**config.mk**
```make
export PLATFORM = sky130hd
export DESIGN_NAME = crc_var_step
export DESIGN_NICKNAME = d
export VERILOG_FILES = /design/src/rtl/crc_var_step.sv /design/src/rtl/lfsr.sv
export SDC_FILE = /design/constraint.sdc
export NUM_CORES = 2
export LEC_CHECK = 0
export BUFFER_PORTS_ARGS = -buffer_cell sky130_fd_sc_hd__clkbuf_2
export CAP_MARGIN = 20
export CORE_MARGIN = 2
export CORE_UTILIZATION = 35
export DETAILED_ROUTE_END_ITERATION = 8
export GPL_TIMING_DRIVEN = 0
export SYNTH_ARGS = -nofsm -noshare
export SYNTH_HDL_FRONTEND = slang
export SYNTH_SLANG_ARGS = --single-unit
```
**constraint.sdc**
```tcl
create_clock -name vclk -period 44.5
set_clock_uncertainty 0.05 [all_clocks]
set_input_delay 8.9 -clock vclk [all_inputs]
set_output_delay 8.9 -clock vclk [all_outputs]
set_load 0.05 [all_outputs]
```
**src/rtl/crc_var_step.sv**
```systemverilog
// ---------------------------------------------------------------------------
// crc_var_step
// Folds a variable number of leading bytes of one beat into the CRC state.
// One lfsr per byte count 1..DATA_WIDTH/8 runs in parallel and n_i selects
// the result; n_i = 0 passes the state through unchanged.
//   state_i  CRC register before the beat
//   data_i   beat data, byte 0 in [7:0]
//   n_i      number of leading bytes to fold (0..DATA_WIDTH/8)
//   state_o  CRC register after the beat
// ---------------------------------------------------------------------------
module crc_var_step #(
   parameter int unsigned          DATA_WIDTH = 256,
   parameter int unsigned          CRC_WIDTH  = 32,
   parameter logic [CRC_WIDTH-1:0] CRC_POLY   = 32'h04C11DB7,
   parameter bit                   REFLECT    = 1'b1
) (
   input  logic [CRC_WIDTH-1:0]              state_i,
   input  logic [DATA_WIDTH-1:0]             data_i,
   input  logic [$clog2(DATA_WIDTH/8+1)-1:0] n_i,
   output logic [CRC_WIDTH-1:0]              state_o
);

   localparam int unsigned NB = DATA_WIDTH / 8;

   logic [CRC_WIDTH-1:0] step [NB+1];

   assign step[0] = state_i;

   for (genvar k = 1; k <= NB; k++) begin : g_len
      lfsr #(
         .CRC_WIDTH (CRC_WIDTH),
         .POLY      (CRC_POLY),
         .REFLECT   (REFLECT),
         .NBYTES    (k)
      ) u_lfsr (
         .state_i (state_i),
         .data_i  (data_i[8*k-1:0]),
         .state_o (step[k])
      );
   end

   assign state_o = step[n_i];

endmodule

```
**src/rtl/lfsr.sv**
```systemverilog
// ---------------------------------------------------------------------------
// lfsr
// Combinational Galois CRC update over NBYTES whole bytes. The register is
// kept in normal (MSB-first) orientation; with REFLECT set, each byte is fed
// LSB first so the result matches a reflected CRC once the caller reflects
// the final state.
//   state_i  current CRC register
//   data_i   NBYTES bytes, byte 0 in [7:0] processed first
//   state_o  register after all bytes are folded in
// ---------------------------------------------------------------------------
module lfsr #(
   parameter int unsigned              CRC_WIDTH = 32,
   parameter logic [CRC_WIDTH-1:0]     POLY      = 32'h04C11DB7,
   parameter bit                       REFLECT   = 1'b1,
   parameter int unsigned              NBYTES    = 1
) (
   input  logic [CRC_WIDTH-1:0] state_i,
   input  logic [8*NBYTES-1:0]  data_i,
   output logic [CRC_WIDTH-1:0] state_o
);

   always_comb begin : p_step
      logic [CRC_WIDTH-1:0] s;
      logic                 fb;
      // NOTE: blocking assignments chain each bit step onto the previous one
      // within a single evaluation; this is pure XOR logic, not a register.
      s  = state_i;
      fb = 1'b0;
      for (int b = 0; b < int'(NBYTES); b++) begin
         for (int i = 0; i < 8; i++) begin
            fb = s[CRC_WIDTH-1] ^ (REFLECT ? data_i[8*b+i] : data_i[8*b+7-i]);
            s  = {s[CRC_WIDTH-2:0], 1'b0} ^ (fb ? POLY : '0);
         end
      end
      state_o = s;
   end

endmodule

```
==> flow_summary.ini <==
[outcome]
status = completed

[global_routing]
grt_max_degree = 11
grt_overflow = 0
grt_pass1_vias = 40956
grt_use_total_pct = 34.7
grt_pass1_wl_um = 381000
antenna_found_initial = 22

[setup_path]
crit_family = XOR/XNOR gates
cp.arrival_ns = 35.34
crit_path_end_kind = output pin
crit_path_start_kind = input port
cp_slowest_cell = xnor3_1
cpMostUsedCell = xnor3_1
crit_type = in -> out
cp_max_fo = 10
critPathBufInv = 4
cp.required_ns = 35.55
critPathMaxStageDelay_ns = 0.74

[sta]
setup_viol = 0
slew_viol_final = 0
max_freq_mhz = 22.6
layout_setup_ws_ns = 0.213
post-route-period-util_pct = 99.5
tightest_slew_ns = 1.34
maxSlewHeadroom_pct = 8.59
tns_ns = 0
min_period_ns = 44.29
hold_viol_final = 0

[finish]
area_growth_pct = 13.0
regArea_um2 = 0
layout-drive-gt1-share_pct = 25.7
nets = 5202
multi_input_area_um2 = 56000
fillers = 15345
clkbuf_count = 0
design.seq.count = 0

[die]
coreArea_um2 = 158000
die_x_um = 402
initial_core_util_pct = 35.1
fp.dieH_um = 402
dieArea_um2 = 162000
rows = 146
ioPinCount = 326

[synthesis]
synthCells = 4460
post_synth.cell_area_avg_um2 = 12.4
synth_area_um2 = 55500
synth_seq_area_share_pct = 0
syn_nets = 4754
ys_types = 58
yosys_warnings = 0

[route]
drtPass1Iterations = 8
drc = 0
ant_nets = 0
via_per_inst = 6.05
drt-wirelength-per-cell_um = 41.5
drt_wl_total_um = 290000
num_vias = 42222
first_iter_violations = 6390

[placed_design]
port_buffers = 325
dp_slack_ns = -2.06
dp.final_hpwl_um = 243000
gp_congestion = 1.07

[clock_network]
holdBufCountCts = 0

[min_path]
hp-class = in -> out

[flow_run]
cap_violations = 0
routing by layer:
| layer | vias up | track usage (%) | wire [um] | part of all wire (%) |
|---|---|---|---|---|
| met5 | - | 0 | 383 | 0.13 |
| met2 | 3309 | 53.3 | 126000 | 44 |
| met1 | 21687 | 45.2 | 111000 | 38 |
| met4 | 30 | 16.7 | 18700 | 6.4 |
| li1 | 16394 | - | - | - |
| met3 | 802 | 9.38 | 33900 | 12 |
synthesized netlist by cell type (5+ instances only):
library cell | number | area [um2]
xnor2_1 | 1503 | 13200
xnor3_1 | 761 | 17100
xor2_1 | 524 | 4590
mux4_2 | 187 | 4210
xor3_1 | 150 | 3570
o21ai_0 | 146 | 731
nor2_1 | 134 | 503
xnor2_2 | 127 | 2070
nand2_1 | 124 | 465
a21oi_1 | 120 | 601
clkbuf_1 | 109 | 409
xnor3_2 | 91 | 2160
xor2_2 | 69 | 1120
xnor2_4 | 49 | 1350
inv_1 | 36 | 135
buf_2 | 31 | 155
buf_4 | 31 | 233
o211ai_1 | 26 | 195
a211oi_1 | 25 | 188
mux2i_1 | 25 | 250
xor3_2 | 23 | 576
buf_1 | 20 | 75.1
xor2_4 | 20 | 551
o22ai_1 | 19 | 119
o221ai_1 | 15 | 131
buf_6 | 9 | 101
a221oi_1 | 8 | 70.1
a222oi_1 | 6 | 60.1
a31oi_1 | 6 | 37.5
a2111oi_0 | 5 | 43.8
a221o_1 | 5 | 50.1
o32ai_1 | 5 | 43.8
worst min-delay path: stages:
cell	delay [ns]
clkbuf_2	0.19
nor2_1	0.10
o21ai_0	0.12
o221ai_2	0.29
clkbuf_2	0.33
cell type report:
type / instances / share of cell area (%)
antenna: 4 / 0.0160
buffer: 199 / 1.59
inverter: 38 / 0.228
multi-input combinational: 4222 / 89.3
tap: 2072 / 4.14
timing repair buffer: 447 / 4.70
worst paths after layout:
check   startpoint          end  slack (ns)  cells past startpoint
max    state_i[29]  state_o[10]        0.21                     55
min         n_i[5]  state_o[27]       18.78                      5
metrics by stage:
| stage | hold WS (ns) | utilization, % | area (um2) | std cells |
|---|---|---|---|---|
| floorplan | 18.31 | - | 55500 | 4460 |
| detailed placement | 18.80 | 38.1 | 60200 | 6889 |
| CTS | 18.80 | 38.7 | 61100 | 6904 |
| global placement | 18.80 | 37.8 | 59700 | 6857 |
| finish | 18.78 | 39.7 | 62700 | 6982 |
| global route | 18.77 | 39.7 | 62700 | 6980 |
layout by cell type (no fill, tap or decap), types with 13 or more instances in the layout:
cell	n
buf_2	35
buf_4	106
xnor2_2	167
a211oi_1	25
a21oi_1	120
xor2_2	73
xor3_2	29
inv_1	36
xnor3_2	114
clkbuf_1	102
o211ai_1	26
clkbuf_2	331
xor2_1	495
nor2_1	134
nand2_1	124
o21ai_0	146
xnor2_4	86
mux2i_1	25
xor3_1	144
xnor2_1	1426
buf_8	33
xnor3_1	736
o221ai_1	13
xor2_4	45
mux4_2	187
logic make-up after synthesis:
group / Yosys count / share of synthesized area, %
compound gates: 417 / 4.52
mux: 216 / 8.13
buf+inv: 238 / 2.01
simple gates: 272 / 1.90
xor+xnor: 3317 / 83.4
repair_timing:
action | in CTS | in global routing
pin swaps | 6 | 15
setup endpoints to repair | 32 | 32
endpoints found under the hold margin | 0 | 0
resized for setup | 118 | 106
setup buffers | 16 | 63
Power is not shown: default switching activity piles up to over one toggle a cycle in this logic, so the estimate is an artifact.
